`config.mk`:
```
export PLATFORM = sky130hd
export DESIGN_NAME = fetch_issue_flat
export DESIGN_NICKNAME = d
export VERILOG_FILES = /design/src/rtl/fetch_issue_if.sv /design/src/rtl/fetch_issue.sv /design/src/flat_wrapper.sv
export SDC_FILE = /design/constraint.sdc
export NUM_CORES = 1
export LEC_CHECK = 0
export CELL_PAD_IN_SITES_DETAIL_PLACEMENT = 0
export CELL_PAD_IN_SITES_GLOBAL_PLACEMENT = 1
export CORE_MARGIN = 4
export CORE_UTILIZATION = 45
export CTS_CLUSTER_SIZE = 12
export DETAILED_ROUTE_END_ITERATION = 10
export GPL_TIMING_DRIVEN = 0
export PLACE_DENSITY_LB_ADDON = 0.1
export SYNTH_ARGS = -nofsm -noshare
export SYNTH_HDL_FRONTEND = slang
export SYNTH_SLANG_ARGS = --single-unit
```
`constraint.sdc`:
```
create_clock -name clock -period 3.6 [get_ports clock]
set_input_delay 1.08 -clock clock [delete_from_list [all_inputs] [get_ports clock]]
set_output_delay 1.08 -clock clock [all_outputs]
set_load 0.02 [all_outputs]
```
`src/rtl/fetch_issue_if.sv`:
```
// Instruction-fetch bus between the fetch stage and instruction memory,
// plus the issue-side response qualifiers that travel with the returned data.
interface fetch_issue_if #(
    parameter int ADDRESS_BITS = 32
) ();
    logic                    i_mem_read;
    logic [ADDRESS_BITS-1:0] i_mem_read_address;
    logic                    i_mem_ready;
    logic                    issue_valid;
    logic [ADDRESS_BITS-1:0] issue_PC;
    logic                    squash;
    logic                    scan_active;

    modport master (
        output i_mem_read,
        output i_mem_read_address,
        output issue_valid,
        output issue_PC,
        output squash,
        output scan_active,
        input  i_mem_ready
    );

    modport slave (
        input  i_mem_read,
        input  i_mem_read_address,
        input  issue_valid,
        input  issue_PC,
        input  squash,
        input  scan_active,
        output i_mem_ready
    );
endinterface

```
`src/rtl/fetch_issue.sv`:
```
// Fetch request launcher: holds one request on the bus until accepted, tracks
// wrong-path requests across redirects and qualifies the response one cycle later.
module fetch_issue #(
    parameter int                      ADDRESS_BITS    = 32,
    parameter logic [ADDRESS_BITS-1:0] RESET_PC        = '0,
    parameter int                      SCAN_CYCLES_MIN = 0,
    parameter int                      SCAN_CYCLES_MAX = 1000
) (
    input  logic                    clock,
    input  logic                    reset,
    input  logic                    stall,
    input  logic                    redirect,
    input  logic [ADDRESS_BITS-1:0] redirect_target,
    input  logic                    scan,
    fetch_issue_if.master           bus
);

    typedef enum logic [1:0] {
        IDLE,
        REQ,
        REQ_KILL
    } state_t;

    state_t                  state_q, state_d;
    logic [ADDRESS_BITS-1:0] pc_q, pc_d;
    logic [ADDRESS_BITS-1:0] addr_q, addr_d;
    logic [ADDRESS_BITS-1:0] issue_pc_q, issue_pc_d;
    logic                    resp_valid_q, resp_valid_d;
    logic                    resp_squash_q, resp_squash_d;
    logic [31:0]             cycle_q, cycle_d;
    logic                    window_q, window_d;

    logic                    accept;
    logic [ADDRESS_BITS-1:0] target;
    logic [ADDRESS_BITS-1:0] next_pc;

    assign accept = (state_q != IDLE) && bus.i_mem_ready;
    assign target = redirect_target & ~ADDRESS_BITS'(3);

    always_comb begin
        state_d       = state_q;
        pc_d          = pc_q;
        addr_d        = addr_q;
        issue_pc_d    = issue_pc_q;
        resp_valid_d  = accept;
        resp_squash_d = resp_squash_q;
        next_pc       = pc_q;

        if (accept) begin
            issue_pc_d    = addr_q;
            resp_squash_d = redirect || (state_q == REQ_KILL);
        end

        case (state_q)
            IDLE: begin
                if (redirect) begin
                    pc_d = target;
                end else if (!stall) begin
                    state_d = REQ;
                    addr_d  = pc_q;
                end
            end
            REQ: begin
                if (accept) begin
                    next_pc = redirect ? target : addr_q + ADDRESS_BITS'(4);
                    pc_d    = next_pc;
                    state_d = stall ? IDLE : REQ;
                    if (!stall) begin
                        addr_d = next_pc;
                    end
                end else if (redirect) begin
                    pc_d    = target;
                    state_d = REQ_KILL;
                end
            end
            REQ_KILL: begin
                // A fresh redirect replaces the target latched on entry.
                next_pc = redirect ? target : pc_q;
                pc_d    = next_pc;
                if (accept) begin
                    state_d = stall ? IDLE : REQ;
                    if (!stall) begin
                        addr_d = next_pc;
                    end
                end
            end
            default: begin
                state_d = IDLE;
            end
        endcase
    end

    // The scan window only gates a debug qualifier; it never touches fetch state.
    always_comb begin
        cycle_d  = (cycle_q == '1) ? cycle_q : cycle_q + 32'd1;
        window_d = window_q;
        if (cycle_d == 32'(SCAN_CYCLES_MIN)) begin
            window_d = 1'b1;
        end else if (cycle_q == 32'(SCAN_CYCLES_MAX)) begin
            window_d = 1'b0;
        end
    end

    always_ff @(posedge clock or negedge reset) begin
        if (!reset) begin
            state_q       <= IDLE;
            pc_q          <= RESET_PC;
            addr_q        <= RESET_PC;
            issue_pc_q    <= '0;
            resp_valid_q  <= 1'b0;
            resp_squash_q <= 1'b0;
            cycle_q       <= '0;
            window_q      <= (SCAN_CYCLES_MIN == 0);
        end else begin
            state_q       <= state_d;
            pc_q          <= pc_d;
            addr_q        <= addr_d;
            issue_pc_q    <= issue_pc_d;
            resp_valid_q  <= resp_valid_d;
            resp_squash_q <= resp_squash_d;
            cycle_q       <= cycle_d;
            window_q      <= window_d;
        end
    end

    assign bus.i_mem_read         = (state_q != IDLE);
    assign bus.i_mem_read_address = addr_q;
    assign bus.issue_valid        = resp_valid_q && !resp_squash_q;
    assign bus.squash             = resp_valid_q && resp_squash_q;
    assign bus.issue_PC           = issue_pc_q;
    assign bus.scan_active        = scan && window_q;

endmodule
```
`src/flat_wrapper.sv`:
```
// flat-port wrapper written by rule: the top's interface ports become plain ports
module fetch_issue_flat 
#(
    parameter int                      ADDRESS_BITS    = 32,
    parameter logic [ADDRESS_BITS-1:0] RESET_PC        = '0,
    parameter int                      SCAN_CYCLES_MIN = 0,
    parameter int                      SCAN_CYCLES_MAX = 1000
)
  (clock, reset, stall, redirect, redirect_target, scan, bus_i_mem_read, bus_i_mem_read_address, bus_issue_valid, bus_issue_PC, bus_squash, bus_scan_active, bus_i_mem_ready);
  fetch_issue_if #(.ADDRESS_BITS(ADDRESS_BITS)) bus_i ();
  input  logic clock;
  input  logic reset;
  input  logic stall;
  input  logic redirect;
  input  logic [ADDRESS_BITS-1:0] redirect_target;
  input  logic scan;
  output wire logic [$bits(bus_i.i_mem_read)-1:0] bus_i_mem_read;
  output wire logic [$bits(bus_i.i_mem_read_address)-1:0] bus_i_mem_read_address;
  output wire logic [$bits(bus_i.issue_valid)-1:0] bus_issue_valid;
  output wire logic [$bits(bus_i.issue_PC)-1:0] bus_issue_PC;
  output wire logic [$bits(bus_i.squash)-1:0] bus_squash;
  output wire logic [$bits(bus_i.scan_active)-1:0] bus_scan_active;
  input wire logic [$bits(bus_i.i_mem_ready)-1:0] bus_i_mem_ready;
  assign bus_i_mem_read = bus_i.i_mem_read;
  assign bus_i_mem_read_address = bus_i.i_mem_read_address;
  assign bus_issue_valid = bus_i.issue_valid;
  assign bus_issue_PC = bus_i.issue_PC;
  assign bus_squash = bus_i.squash;
  assign bus_scan_active = bus_i.scan_active;
  assign bus_i.i_mem_ready = bus_i_mem_ready;
  fetch_issue #(.ADDRESS_BITS(ADDRESS_BITS), .RESET_PC(RESET_PC), .SCAN_CYCLES_MIN(SCAN_CYCLES_MIN), .SCAN_CYCLES_MAX(SCAN_CYCLES_MAX)) u_core (.clock(clock), .reset(reset), .stall(stall), .redirect(redirect), .redirect_target(redirect_target), .scan(scan), .bus(bus_i));
endmodule
```
Word-level counts from Yosys, hierarchy flattened
Index checks and enable logic that the tools add are counted.
Word-level totals
  register bits: 133
  bits of input ports: 38
  output and inout port bits: 68
  word-level logic and storage cells: 57
Operators by class
  $add $sub $neg: 2
  equal/unequal tests: 11
  multiplexer cells: 21
  reductions and logical operators: 15
Operators by type and width (count)
  32-bit two-way mux: 10
  32-bit one-hot mux with 3 select lines: 1
  32-bit one-hot mux with 2 select lines: 1
  32-bit by 1-bit adder with 32-bit output, second input constant: 1
  32-bit by 3-bit adder with 32-bit output, second input constant: 1
  32-bit by 10-bit equality test with 1-bit output, second input constant: 1
  32-bit equality test, second input constant: 1
  32-bit logical NOT: 1
  2-bit two-way mux: 5
  2-bit inequality test, second input constant: 4
  7-bit AND reduction: 1
  2-bit one-hot mux with 3 select lines: 1
  2-bit nonzero test: 3
  1-bit logical AND: 4
  2-bit by 1-bit inequality test with 1-bit output, second input constant: 2
  4-bit AND reduction: 1
  1-bit two-way mux: 3
  3-bit by 2-bit inequality test with 1-bit output, second input constant: 1
  3-bit nonzero test: 1
  2-bit by 1-bit equality test with 1-bit output, second input constant: 1
  2-bit equality test, second input constant: 1
  2-bit logical NOT: 1
  2-bit OR reduction: 1
  1-bit logical NOT: 1
  1-bit logical OR: 1

Logic depth before layout (Yosys ltp)
Gate-level depths: netlist (run 1).
  word-level depth: 5
  depth in mapped cells: 11
  depth with buffers taken out: 10

Least setup slack after synthesis (run 1)
Ideal clock, no wire load.
  path type: input -> register
  start: input redirect
  end: register u_core.addr_q[0] (netlist: u_core.bus.i_mem_read_address[0])
  setup time: 119 ps
  data arrival time: 2442 ps
  data required time: 3481 ps
  slack: 1039 ps
  stages: 6
  path buffers: 4
  cell sequence: clkbuf_1 clkbuf_1 clkbuf_1 buf_1 o221ai_1 o21a_1
Between the ends
  longest elaborated chain between the ends: 4
  elaborated cells on any way between the ends: 9
  classes of those cells: eq/ne: 1; mux: 7; reduce/logical: 1
Ends and longest elaborated chain
  start: declaration: RTL line flat_wrapper.sv:14  | input logic redirect;
  32-bit two-way mux, on equally long branches: RTL line fetch_issue.sv:78, fetch_issue.sv:65
  32-bit two-way mux, on equally long branches: RTL line fetch_issue.sv:82, fetch_issue.sv:68
  32-bit two-way mux, on equally long branches: RTL line fetch_issue.sv:80, fetch_issue.sv:64
  32-bit one-hot mux with 3 select lines: RTL line fetch_issue.sv:54  | case (state_q)
  end signal: assignment: RTL line fetch_issue.sv:117  | addr_q <= addr_d;
  end: declaration: RTL line fetch_issue.sv:26  | logic [ADDRESS_BITS-1:0] addr_q, addr_d;
Parallel ways exist; a longest one is shown, timed or not. The select of a mux whose other input is x is not followed.
A chain may end at the register's enable or synchronous reset.

Worst setup path in the final report (run 1)
  start: input scan
  end: output bus_scan_active
Between the ends
  longest elaborated chain between the ends: 1
Ends and longest elaborated chain
  start: declaration: RTL line flat_wrapper.sv:16  | input logic scan;
  1-bit logical AND: RTL line fetch_issue.sv:131  | assign bus.scan_active = scan && window_q;
  end: declaration: RTL line flat_wrapper.sv:22  | output wire logic [$bits(bus_i.scan_active)-1:0] bus_scan_active;
Every way passes these cells.

==> results of run 1 <==
[final cells by class]
class	instances	area share
Multi-Input combinational cell	691	0.422
Sequential cell	133	0.338
Timing Repair Buffer	103	0.107
Clock buffer	18	0.0446
Buffer	68	0.0347
Tap cell	225	0.0286
Clock inverter	14	0.0129
Inverter	33	0.0126
[registers in the layout (all words and copies together), names as in the netlist]
signal,cells
u_core.window_q,1
u_core.bus.i_mem_read_address,32
u_core.resp_squash_q,1
u_core.pc_q,32
u_core.resp_valid_q,1
u_core.state_q,2
u_core.cycle_q,32
u_core.bus.issue_PC,32
[path summary, 6_finish.rpt]
check,end,slack (ns),depth (start not counted)
max,bus_scan_active,0.28,3
max in group asynchronous,u_core.state_q[0]$_DFFE_PN0P_,2.17,2
max reg2reg,u_core.window_q$_DFFE_PN1P_,0.61,8
min reg2reg,u_core.bus.issue_PC[25]$_DFFE_PN0P_,0.47,2
min,u_core.bus.issue_PC[25]$_DFFE_PN0P_,0.47,2
min in group asynchronous,u_core.bus.issue_PC[21]$_DFFE_PN0P_,0.61,1
[routing by layer]
layer | wire length [um] | GRT usage
met4 | 407 | 0.0770
met3 | 2200 | 0.0685
met2 | 11100 | 0.372
met5 | 0 | 0
met1 | 12500 | 0.417
[cells by family after synthesis]
| group | after synthesis | synth area share |
|---|---|---|
| and+or+nand+nor | 346 | 0.209 |
| AOI/OAI and AO/OA | 272 | 0.227 |
| DFF | 133 | 0.418 |
| buffers and inverters | 101 | 0.0585 |
| xor gates and xnor gates | 55 | 0.0605 |
| muxes | 10 | 0.0140 |
| adders and majority gates | 8 | 0.0126 |
[placed cells by master (no fill, tap or decap), drive strengths merged, types with 23 or more instances in the layout]
cell | synthesis | routed
a21oi | 41 | 41
nand2 | 174 | 174
xnor2 | 34 | 34
o22ai | 45 | 45
nand3 | 33 | 33
clkbuf | 52 | 70
o21ai | 80 | 80
nor2 | 47 | 47
nand4 | 23 | 23
clkdlybuf4s50 | 0 | 101
inv | 31 | 34
dfrtp | 132 | 132
[critical path, delay by kind of cell]
family,cells,cell delay [ns]
buffers and inverters,2,1.04
and+or+nand+nor,1,0.11
[power by group]
group	switching, uW	internal (uW)	leakage (uW)	total (uW)
clock	714	971	0.000257	1680
sequential	560	2010	0.00166	2570
combinational	2360	1570	0.00225	3930
[metrics by stage]
| stage | hold WS (ns) | power, uW | TNS (ns) | instances |
|---|---|---|---|---|
| 2_1_floorplan | 0.480 | 4790 | 0 | 925 |
| 3_3_place_gp | 0.457 | 6430 | -561.79 | 1252 |
| 3_5_place_dp | 0.463 | 6460 | 0 | 1253 |
| 4_1_cts | 0.478 | 8170 | 0 | 1285 |
| 5_1_grt | 0.505 | 8730 | 0 | 1285 |
| 6_report | 0.470 | 8190 | 0 | 1285 |
==> summary.txt, run 1 <==
Initial core utilization = 0.460
Post-synthesis sequential element count = 133
Startpoint Class = input port
Core footprint = 17300 um^2
Hold crit path type = reg2reg
CP max-delay cell = clkdlybuf4s50_1
Post-route cell area = 9860 um^2
Outcome = finished clean
Area leader, netlist = dfrtp_1
Largest cells by area after synthesis = dfrtp_1 (42%), nand2_1 (8.2%), o21ai_0 (4.8%), xnor2_1 (3.7%), o22ai_1 (3.5%)
CP cell instances = clkdlybuf4s50_1 > and2_1 > clkdlybuf4s50_1
Peak VDD IR = 0.461 mV
Post-CTS sizing = 0
PD cells = 830 nW/um^2
GRT overflow = 0
Total CTS buffers = 17
GRT Resource Usage Total = 0.270
WP data required = 2.52 ns
Total Routed Length = 26300 um
P_leak = 0.00417 uW
Number of synthesized flops with an enable pin = 0
Die ar. = 19900 um^2
Post-detail-place hpwl = 18400 um
Port Buffers = 102
Relative slew slack = 0.379
Worst-Margin Slew = 0.926 ns
Post-Syn Nets = 971
Max incr delay on CP = 0.60 ns
CP startpoint = scan
Pin count of the biggest net entering global routing = 78
Diode count = 0
Layout cells sized above 1 = 0.0849
Min-delay src = u_core.bus.issue_PC[25]$_DFFE_PN0P_
Final number of hold-violating endpoints = 0
Clock transition at path regs = 0.06 ns
Synth async-reset ratio = 1.00
Max-cap check violation count = 0
DR WL/cell = 20.5 um
Multi-input logic area = 4160 um^2
TritonCTS Sinks = 133
Syn. warnings = 0
Post-placement cell area = 9290 um^2
Fin crit share = 0.921
Critical Path AT = 2.24 ns
CP endpoint kind = output pin
Fillers = 1650
Routed vias = 7699
Synth-to-Final Area Change = 23.9%
Fmax = 302 MHz
Post-place setup slack = 0.254 ns
Global-route wire length before repair = 42300 um
Cell Area, Synth = 7960 um^2
Finish-stage setup viols = 0
Detailed Route Iter0 Violations = 886
Slew Viols, Final = 0
Initial antenna violation count = 0
H-tree depth = 4
Worst setup margin = 0.284 ns
Vias in the first global route = 7457
CTS tree = built
Vias per std cell = 5.99
Synth unique cells = 73
Reg2reg start = u_core.cycle_q[0]$_DFF_PN0_
Final core utilization = 0.570
Final ANT Viol Nets = 0
Setup CP Type = in2out
GP Congestion = 0.892
Worst Path Max Fanout = 1
IO Count = 106
Post-synth top area share = 0.415
Syn avg cell area = 8.60 um^2
Most used DFF post-synth = dfrtp_1
Total setup buffers inserted after CTS = 0
Worst-Skew Late Latency = 0.42 ns
Worst Skew = 0.00625 ns
Die Ht = 141 um
Top-count cell post-synth = nand2_1
Hold buffer count at CTS = 0
Clock root cell = clkbuf_16
Most used cell, CP = clkdlybuf4s50_1
RSZ-0062 raised after global routing = false
Tmin final = 3.32 ns
Site row count = 48
Clk buf depth = 2
Sequential share of the synthesized area = 0.418
Cell count after synthesis = 925
First-pass DRT Iterations = 6
DRC Markers = 0
Die Wd = 141 um
# nets final = 1093
Most instantiated cells after synthesis = nand2_1 (174), dfrtp_1 (132), o21ai_0 (77)
Sequential Area = 3330 um^2
No activity file was read; power rests on OpenSTA's default activity.
==> run 2, diff against run 1 <==
--- a/config.mk
+++ b/config.mk
@@ -9,7 +9,7 @@
 export CELL_PAD_IN_SITES_GLOBAL_PLACEMENT = 1
 export CORE_MARGIN = 4
 export CORE_UTILIZATION = 45
-export CTS_CLUSTER_SIZE = 12
+export CTS_CLUSTER_SIZE = 20
 export DETAILED_ROUTE_END_ITERATION = 10
 export GPL_TIMING_DRIVEN = 0
 export PLACE_DENSITY_LB_ADDON = 0.1
==> results of run 2 <==
Final layout, timing and power as in run 1 (identical DEF).
